### src/rtl/lcd_pkg.sv
// LCD init sequencer shared definitions.
// Holds the init-ROM opcode encoding, the sequencer state encoding and the
// 9-bit word presented to the write-path mux ({wr_n, data}).
package lcd_pkg;

    typedef enum logic [1:0] {
        OP_CMD   = 2'b00,
        OP_DATA  = 2'b01,
        OP_DELAY = 2'b10,
        OP_END   = 2'b11
    } opcode_t;

    typedef enum logic [3:0] {
        S_IDLE,
        S_HWRST_LO,
        S_HWRST_WAIT,
        S_FETCH,
        S_DECODE,
        S_WR_LO,
        S_WR_HI,
        S_DELAY,
        S_DONE
    } state_t;

    typedef struct packed {
        logic       wr_n;
        logic [7:0] data;
    } lcd_word_t;

    // Bus parked: WR high, data zero.
    localparam lcd_word_t LCD_WORD_IDLE = 9'h100;

endpackage

### src/rtl/lcd_ms_timer.sv
// Loadable down-counter used for the hardware-reset phases and ROM delays.
// Ports:
//   clk, reset  - clock, synchronous active-high reset (count cleared)
//   i_load      - load i_load_val (takes priority over i_dec)
//   i_load_val  - value to load
//   i_dec       - decrement by one, saturating at zero
//   o_done      - count is zero
module lcd_ms_timer #(
    parameter int CNT_W = 8
) (
    input  logic             clk,
    input  logic             reset,
    input  logic             i_load,
    input  logic [CNT_W-1:0] i_load_val,
    input  logic             i_dec,
    output logic             o_done
);

    logic [CNT_W-1:0] r_cnt;

    always_ff @(posedge clk) begin
        if (reset) begin
            r_cnt <= '0;
        end else if (i_load) begin
            r_cnt <= i_load_val;
        end else if (i_dec && (r_cnt != '0)) begin
            r_cnt <= r_cnt - CNT_W'(1);
        end
    end

    assign o_done = (r_cnt == '0);

endmodule

### src/rtl/lcd_init_seq.sv
// LCD init sequencer: walks an init ROM of CMD/DATA/DELAY/END entries and
// drives the ROM side of the LCD write-path mux ({WR_n, data}), the D/C line
// and the LCD hardware reset. init_done hands the bus to the MCU path.
// Ports:
//   clk, reset  - clock, synchronous active-high reset
//   start       - single-cycle pulse, accepted only in IDLE or DONE
//   rom_addr    - init ROM address (ROM has 1-cycle read latency)
//   rom_data    - ROM word: [9:8] opcode, [7:0] payload
//   lcd_word    - [8] WR active low, [7:0] data
//   lcd_dc      - 0 = command, 1 = data
//   lcd_rst_n   - LCD hardware reset, active low
//   busy        - sequence in progress
//   init_done   - mux select, 1 = MCU path
// Build option: define LCD_HWRST_EN to run a hardware-reset pulse and
// post-reset wait before the ROM walk; otherwise lcd_rst_n is tied high.
module lcd_init_seq
    import lcd_pkg::*;
#(
    parameter int ROM_AW      = 6,
    parameter int CLK_HZ      = 50_000_000,
    parameter int MS_CYC      = CLK_HZ / 1000,
    parameter int WR_LO_CYC   = 4,
    parameter int WR_HI_CYC   = 4,
    parameter int RST_LO_MS   = 10,
    parameter int RST_WAIT_MS = 120
) (
    input  logic              clk,
    input  logic              reset,
    input  logic              start,
    output logic [ROM_AW-1:0] rom_addr,
    input  logic [9:0]        rom_data,
    output logic [8:0]        lcd_word,
    output logic              lcd_dc,
    output logic              lcd_rst_n,
    output logic              busy,
    output logic              init_done
);

`ifdef LCD_HWRST_EN
    localparam bit HWRST_EN = 1'b1;
`else
    localparam bit HWRST_EN = 1'b0;
`endif
    localparam int RST_MAX_MS = (RST_LO_MS > RST_WAIT_MS) ? RST_LO_MS : RST_WAIT_MS;
    localparam int CNT_MAX    = 255 * MS_CYC + (HWRST_EN ? RST_MAX_MS * MS_CYC : 0);
    localparam int CNT_W      = $clog2(CNT_MAX + 1);
    localparam int WR_MAX     = (WR_LO_CYC > WR_HI_CYC) ? WR_LO_CYC : WR_HI_CYC;
    localparam int WR_W       = $clog2(WR_MAX + 1);

    state_t            r_state, w_state_next;
    logic [ROM_AW-1:0] r_addr, w_addr_next;
    lcd_word_t         r_word, w_word_next;
    logic              r_dc, w_dc_next;
    logic              r_busy, w_busy_next;
    logic              r_done, w_done_next;
    logic [WR_W-1:0]   r_wr_cnt, w_wr_cnt_next;

    logic              w_tmr_load, w_tmr_dec, w_tmr_done;
    logic [CNT_W-1:0]  w_tmr_val;
    logic              w_adv, w_finish;
    opcode_t           w_opcode;

    assign w_opcode = opcode_t'(rom_data[9:8]);

    lcd_ms_timer #(.CNT_W(CNT_W)) u_timer (
        .clk        (clk),
        .reset      (reset),
        .i_load     (w_tmr_load),
        .i_load_val (w_tmr_val),
        .i_dec      (w_tmr_dec),
        .o_done     (w_tmr_done)
    );

`ifdef LCD_HWRST_EN
    localparam logic [CNT_W-1:0] RST_LO_LOAD   = CNT_W'(RST_LO_MS * MS_CYC - 1);
    localparam logic [CNT_W-1:0] RST_WAIT_LOAD = CNT_W'(RST_WAIT_MS * MS_CYC - 1);
    logic r_rst_n, w_rst_n_next;
`endif

    always_comb begin
        w_state_next  = r_state;
        w_addr_next   = r_addr;
        w_word_next   = r_word;
        w_dc_next     = r_dc;
        w_busy_next   = r_busy;
        w_done_next   = r_done;
        w_wr_cnt_next = r_wr_cnt;
        w_tmr_load    = 1'b0;
        w_tmr_val     = '0;
        w_tmr_dec     = 1'b0;
        w_adv         = 1'b0;
        w_finish      = 1'b0;
`ifdef LCD_HWRST_EN
        w_rst_n_next  = r_rst_n;
`endif
        case (r_state)
            S_IDLE, S_DONE: begin
                if (start) begin
                    w_addr_next = '0;
                    w_busy_next = 1'b1;
                    w_done_next = 1'b0;
                    w_word_next = LCD_WORD_IDLE;
`ifdef LCD_HWRST_EN
                    // Loaded with N-1: the exit clock itself is the Nth.
                    w_rst_n_next = 1'b0;
                    w_tmr_load   = 1'b1;
                    w_tmr_val    = RST_LO_LOAD;
                    w_state_next = S_HWRST_LO;
`else
                    w_state_next = S_FETCH;
`endif
                end
            end
`ifdef LCD_HWRST_EN
            S_HWRST_LO: begin
                if (w_tmr_done) begin
                    w_rst_n_next = 1'b1;
                    w_tmr_load   = 1'b1;
                    w_tmr_val    = RST_WAIT_LOAD;
                    w_state_next = S_HWRST_WAIT;
                end else begin
                    w_tmr_dec = 1'b1;
                end
            end
            S_HWRST_WAIT: begin
                if (w_tmr_done) begin
                    w_state_next = S_FETCH;
                end else begin
                    w_tmr_dec = 1'b1;
                end
            end
`endif
            // Address is stable here; the ROM word is valid in DECODE.
            S_FETCH: w_state_next = S_DECODE;
            S_DECODE: begin
                case (w_opcode)
                    OP_CMD, OP_DATA: begin
                        w_word_next   = '{wr_n: 1'b0, data: rom_data[7:0]};
                        w_dc_next     = rom_data[8];
                        w_wr_cnt_next = '0;
                        w_state_next  = S_WR_LO;
                    end
                    OP_DELAY: begin
                        w_tmr_load   = 1'b1;
                        w_tmr_val    = CNT_W'(rom_data[7:0]) * CNT_W'(MS_CYC);
                        w_state_next = S_DELAY;
                    end
                    default: w_finish = 1'b1;
                endcase
            end
            S_WR_LO: begin
                if (r_wr_cnt == WR_W'(WR_LO_CYC - 1)) begin
                    w_word_next.wr_n = 1'b1;
                    w_wr_cnt_next    = '0;
                    w_state_next     = S_WR_HI;
                end else begin
                    w_wr_cnt_next = r_wr_cnt + WR_W'(1);
                end
            end
            S_WR_HI: begin
                if (r_wr_cnt == WR_W'(WR_HI_CYC - 1)) begin
                    w_adv = 1'b1;
                end else begin
                    w_wr_cnt_next = r_wr_cnt + WR_W'(1);
                end
            end
            S_DELAY: begin
                if (w_tmr_done) begin
                    w_adv = 1'b1;
                end else begin
                    w_tmr_dec = 1'b1;
                end
            end
            default: w_state_next = S_IDLE;
        endcase

        // Last ROM entry acts as an implicit END; the address never wraps.
        if (w_finish || (w_adv && (r_addr == '1))) begin
            w_state_next = S_DONE;
            w_busy_next  = 1'b0;
            w_done_next  = 1'b1;
            w_word_next  = LCD_WORD_IDLE;
        end else if (w_adv) begin
            w_addr_next  = r_addr + ROM_AW'(1);
            w_state_next = S_FETCH;
        end
    end

    always_ff @(posedge clk) begin
        if (reset) begin
            r_state  <= S_IDLE;
            r_addr   <= '0;
            r_word   <= LCD_WORD_IDLE;
            r_dc     <= 1'b0;
            r_busy   <= 1'b0;
            r_done   <= 1'b0;
            r_wr_cnt <= '0;
        end else begin
            r_state  <= w_state_next;
            r_addr   <= w_addr_next;
            r_word   <= w_word_next;
            r_dc     <= w_dc_next;
            r_busy   <= w_busy_next;
            r_done   <= w_done_next;
            r_wr_cnt <= w_wr_cnt_next;
        end
    end

`ifdef LCD_HWRST_EN
    always_ff @(posedge clk) begin
        if (reset) begin
            r_rst_n <= 1'b1;
        end else begin
            r_rst_n <= w_rst_n_next;
        end
    end
    assign lcd_rst_n = r_rst_n;
`else
    assign lcd_rst_n = 1'b1;
`endif

    assign rom_addr  = r_addr;
    assign lcd_word  = r_word;
    assign lcd_dc    = r_dc;
    assign busy      = r_busy;
    assign init_done = r_done;

endmodule

### config.mk
export PLATFORM = sky130hd
export DESIGN_NAME = lcd_init_seq
export DESIGN_NICKNAME = d
export VERILOG_FILES = /design/src/rtl/lcd_pkg.sv /design/src/rtl/lcd_ms_timer.sv /design/src/rtl/lcd_init_seq.sv
export SDC_FILE = /design/constraint.sdc
export NUM_CORES = 1
export LEC_CHECK = 0
export ABC_AREA = 1
export BUFFER_PORTS_ARGS = -buffer_cell sky130_fd_sc_hd__buf_2
export CORE_MARGIN = 4
export CORE_UTILIZATION = 56
export DETAILED_ROUTE_END_ITERATION = 7
export PLACE_DENSITY = 0.79
export SKIP_LAST_GASP = 1
export SYNTH_ARGS = -nofsm -noshare
export SYNTH_HDL_FRONTEND = slang
export SYNTH_SLANG_ARGS = --single-unit
### constraint.sdc
create_clock -name clk -period 3.3 [get_ports clk]
set_input_delay 0.66 -clock clk [delete_from_list [all_inputs] [get_ports clk]]
set_output_delay 0.66 -clock clk [all_outputs]
set_load 0.01 [all_outputs]
Word-level counts from Yosys, hierarchy flattened
Index checks and enable logic that the tools add are counted.

operators by class
  add/subtract/negate cells = 3
  multipliers = 1
  div/mod/pow operators = 0
  $lt $le $gt $ge = 0
  equal/unequal tests = 23
  shifts and indexed selects = 0
  multiplexer cells = 35
  bitwise logic cells = 1
  reduce and logical (&&, ||, !) cells = 28

operators by type and width
  kind                                                                     count
  24-bit 2-to-1 mux                                                        4
  24-bit zero test                                                         1
  6-bit 2-to-1 mux                                                         4
  24-bit nonzero test                                                      1
  24-bit by 1-bit subtractor with 24-bit output, second input constant     1
  8-bit by 12-bit multiplier with 20-bit output, second input constant     1
  4-bit one-hot mux with 5 select lines                                    1
  9-bit 2-to-1 mux                                                         2
  4-bit by 3-bit == test with 1-bit output, second input constant          4
  4-bit 2-to-1 mux                                                         4
  8-bit one-hot mux with 2 select lines                                    1
  4-bit AND reduction                                                      4
  1-bit 2-to-1 mux                                                         12
  3-bit 2-to-1 mux                                                         3
  3-bit one-hot mux with 3 select lines                                    1
  4-bit inequality test, second input constant                             2
  4-bit one-hot mux with 2 select lines                                    1
  2-bit nonzero test                                                       4
  2-bit OR reduction                                                       4
  6-bit by 1-bit adder with 6-bit output, second input constant            1
  6-bit == test, second input constant                                     1
  2-bit inequality test, second input constant                             3
  3-bit by 1-bit inequality test with 1-bit output, second input constant  2
  3-bit inequality test, second input constant                             2
  other kinds (20)                                                         27

storage, ports and cells
  register bits = 49
  bits in latches = 0
  RAM bits = 0
  ROM bits = 0
  input bits = 13
  output and inout port bits = 19
  logic and storage cells = 102
  memories kept = 0

Longest topological paths before layout
  word-level depth = 7
  gate-level depth with buffers = 18
  mapped depth without buffers = 18

Cells and area by module
Synthesis repeated with hierarchy kept, for this count alone.

second synthesis, totals
  cells, all modules = 790
  area, all modules = 5118.7 µm²

by module, submodules not included
  module        instances  cells each  area each (µm²)  sequential area each (µm²)
  lcd_init_seq  1          462         3198.1           500.5
  lcd_ms_timer  1          328         1920.6           480.5

Least setup slack after synthesis
No wires, ideal clock.

  path type = input port to flip-flop
  start point = in rom_data[2]
  end point = reg u_timer.r_cnt[14]
  setup time = 113 ps
  arrival time = 3458 ps
  required time = 3187 ps
  slack = -271 ps
  cell stages on the path = 16
  buffers on the path = 0
  cells stage by stage = ha_1 > ha_1 > inv_1 > fa_1 > inv_1 > fa_1 > ha_1 > nand3_1 > nand3_1 > nand2_1 > nand2_1 > or2_2 > nand3_1 > o21ai_0 > nand3_1 > nand2_1

between the ends
  cells in the longest elaborated chain, start to end = 4

ends and longest elaborated chain
  what                                           line                 text
  start: declaration                             lcd_init_seq.sv:31   input logic [9:0] rom_data,
  8-bit by 12-bit multiplier with 20-bit output  lcd_init_seq.sv:145  w_tmr_val = CNT_W'(rom_data[7:0]) * CNT_W'(MS_CYC);
  24-bit 2-to-1 mux                              lcd_init_seq.sv:136  case (w_opcode)
  24-bit 2-to-1 mux                              lcd_init_seq.sv:96   case (r_state)
  24-bit 2-to-1 mux                              lcd_ms_timer.sv:24   end else if (i_load) begin
  end signal: assignment                         lcd_ms_timer.sv:25   r_cnt <= i_load_val;
  end signal: assignment                         lcd_ms_timer.sv:27   r_cnt <= r_cnt - CNT_W'(1);
  end: declaration                               lcd_ms_timer.sv:19   logic [CNT_W-1:0] r_cnt;

No other way between the ends.
A chain may end at the register's enable or synchronous reset.

Worst setup path after layout
  start point = in rom_data[3]
  end point = reg u_timer.r_cnt[14]

Same word-level chain as after synthesis.

==> flow_summary.ini <==
[grt]
grt.met1_usage_pct = 31.5
antenna_found_initial = 0
grt.overflow.total = 0
grt.busiest_layer = met2
grt_pass1_wl_um = 20200
grt_usage_pct = 24.6
grtUsageMet2_pct = 43.7
grt_start_max_net_pins = 27
grtUsageMet3_pct = 3.26
grt_pass1_vias = 4570

[clocking]
ctsHtreeMaxLevel = 2
cts_inserted_buffers = 5
clk_pin_slew_worst_paths_ps = 110
clockBufferDepth = 2
insertion_delay_ps = 320
cts.sinks = 49
cts_tree = done
root_buffer = clkbuf_8

[detailed_routing]
wl_um = 12600
ant_nets = 0
drtIter0Drc = 281
viasPerCell = 5.50
drt-pass1-iter-count = 5
drc = 0
vias = 4734
wl_per_cell_um = 14.7

[floorplan]
rows = 32
dieArea_um2 = 9690
start_util_pct = 58.4
die_w_um = 98.4
core_um2 = 7850
die_h_um = 98.4
io_pins = 32

[sta]
slew_headroom_pct = 50.3
maxSlewViolCount = 0
fin_tns_setup_ps = 0
hold_ws_ps = 479
finalHoldViolations = 0
finalSetupViolCount = 0
finClkSkew_ps = 10.5
tightest_slew_ps = 745
period_share_pct = 98.4
max_freq_mhz = 308
grt_setup_unrepaired = true
setup_slack_ps = 53.7
fin_crit_ps = 3250

[critical_path]
cp.required_ps = 3520
crit_slowest_cell = fa_1
path_cells = buf_2 -> ha_4 -> fa_1 -> fa_1 -> ha_4 -> ha_4 -> nand2_1 -> inv_1 -> nand2_2 -> nand2_2 -> or2_2 -> nand3_1 -> o21ai_1 -> nand3_1 -> nand2_1
crit_arrival_ps = 3470
critical_path.most_common_cell = ha_4
crit_family = adder cells
slowest_delay_ps = 570
path_buf_inv = 2
worstSetupStartpointType = input port
crit_type = in2reg
cp-end-kind = flop
cp_max_fo = 4

[run]
maxCapViolCount = 0

[synthesis]
synth_top_family_by_area = simple AND/OR/NAND/NOR gates
synth-adder-area-share_pct = 21.1
syn-cell-area_um2 = 4580
synth_edf_count = 0
synth-compound-area-share_pct = 10.6
synth_seq_cells = 49
synthSimpleGateAreaFrac_pct = 35.2
yosysSeqAreaShare_pct = 21.4
avgSynthCellArea_um2 = 6.64
syn_inst = 690
yosys_warnings = 0
syn-num-nets = 773
synth_ff_type = dfxtp_1
synthXorXnorAreaFrac_pct = 2.29
muxShareOfSynthArea_pct = 0
synth_cell_type_count = 39
async_reset_ff_share_pct = 0

[layout]
n_fill_cell = 646
finalNetCount = 840
syn_to_final_growth_pct = 22.0
multi_input_area_um2 = 3550
drive_above_1_share_pct = 22.4
diodes = 0
utilization_pct = 71.2
register_area_um2 = 981

[power_and_ir_drop]
ir_drop_mv = 0.386
p_per_area_nw_per_um2 = 498
leakage_nw = 2.89

[place]
dp_hpwl_um = 9160
port_buffers = 30
place.gp.congestion = 0.933
dp_slack_ps = -377

[min_path]
hold_class = reg2reg

[outcome]
run_status = completed
[final cells by class]
type	count	share of cell area, %
multi-input combinational	538	63.5
sequential	49	17.6
timing repair buffer	73	8.87
inverter	90	6.05
tap	102	2.28
clock buffer	5	1.23
clock inverter	3	0.515
[routing by layer]
layer,wire length (um),vias up
met5,0,-
met2,6360,154
met3,603,27
met1,5340,2193
met4,300,0
li1,-,2360
[flip-flops by register name (all words and copies together) (netlist names)]
signal         cells
u_timer.r_cnt     24
lcd_word           9
rom_addr           6
r_state            4
r_wr_cnt           3
busy               1
init_done          1
lcd_dc             1
[where the power goes]
group	internal, mW	switching [mW]	leakage (nW)
combinational	0.720	1.00	2.45
sequential	0.627	0.0342	0.396
clock	0.159	0.240	0.0506
[cells in the mapped netlist (2+ instances only)]
cell | count | area [um2]
nor3_1 | 4 | 20.0
nand3_2 | 3 | 30.0
inv_1 | 85 | 319
a21oi_1 | 30 | 150
nand4_1 | 9 | 56.3
nand2_2 | 3 | 18.8
nor2_2 | 7 | 43.8
xnor2_1 | 6 | 52.6
xor2_1 | 6 | 52.6
o22ai_1 | 2 | 12.5
o21ai_1 | 3 | 15.0
a22oi_1 | 8 | 60.1
o21bai_1 | 3 | 22.5
buf_4 | 5 | 37.5
buf_6 | 2 | 22.5
nor2_1 | 92 | 345
nand2_4 | 2 | 22.5
ha_1 | 58 | 726
dfxtp_1 | 49 | 981
nand3_1 | 45 | 225
nand3b_1 | 4 | 30.0
or2_2 | 3 | 18.8
nor2_4 | 4 | 45.0
a31oi_1 | 4 | 25.0
o211ai_1 | 2 | 15.0
fa_1 | 12 | 240
clkbuf_1 | 2 | 7.51
nand2_1 | 190 | 713
buf_2 | 4 | 20.0
inv_2 | 4 | 15.0
o21ai_0 | 31 | 155
[cell families after synthesis]
logic type	Yosys count
AOI/OAI and AO/OA	86
xor gates and xnor gates	12
adders and majority gates	70
buffers and inverters	103
DFF	49
other	1
and+or+nand+nor	369
[metrics by stage]
stage                     power (mW)  std cells  cell area (um2)
final                           2.78        860             5590
after detailed placement        2.13        850             5190
after global placement          2.10        850             5190
after floorplan                 1.72        690             4690
after CTS                       2.58        859             5340
after global routing            3.00        860             5590
[worst reg2reg max path: stages, from the launching register on]
cell and delay [ps]:
dfxtp_1 330, inv_1 110, ha_1 300, nand2_4 120, nor2_8 180, nand3_4 120
nand2_2 280, nand2_4 210, inv_2 250, nor2_1 80, nand2_1 60, a21oi_1 60
[timing repair]
item	4_1_cts	5_1_grt
pin swaps	7	29
hold buffers	0	0
gates resized for setup	10	51
buffers inserted	1	1
setup endpoints to repair	3	12
[final timing paths]
| check | from | endpoint | slack [ps] | cells past startpoint |
|---|---|---|---|---|
| max | rom_data[3] | u_timer.r_cnt[14] | 50 | 15 |
| max reg2reg | u_timer.r_cnt[0] | u_timer.r_cnt[17] | 1100 | 11 |
| min | u_timer.r_cnt[0] | u_timer.r_cnt[0] | 480 | 2 |
| min reg2reg | u_timer.r_cnt[0] | u_timer.r_cnt[0] | 480 | 2 |
[placed cells by master (no fill, tap or decap), types with 5 or more instances in the layout]
| cell | count |
|---|---|
| nor2_2 | 12 |
| a21oi_2 | 5 |
| a22oi_1 | 8 |
| clkbuf_8 | 5 |
| nor2_4 | 5 |
| a21oi_1 | 24 |
| nand4_1 | 9 |
| inv_2 | 8 |
| xnor2_1 | 6 |
| nand3_1 | 34 |
| dfxtp_1 | 49 |
| inv_1 | 81 |
| o21ai_0 | 29 |
| xor2_1 | 6 |
| nand2_1 | 176 |
| o21ai_1 | 5 |
| buf_4 | 43 |
| buf_2 | 27 |
| nand2_2 | 16 |
| nor2_1 | 86 |
| fa_1 | 11 |
| ha_4 | 17 |
| nand3_2 | 13 |
| ha_1 | 40 |
No activity file was read; power rests on OpenSTA's default activity.
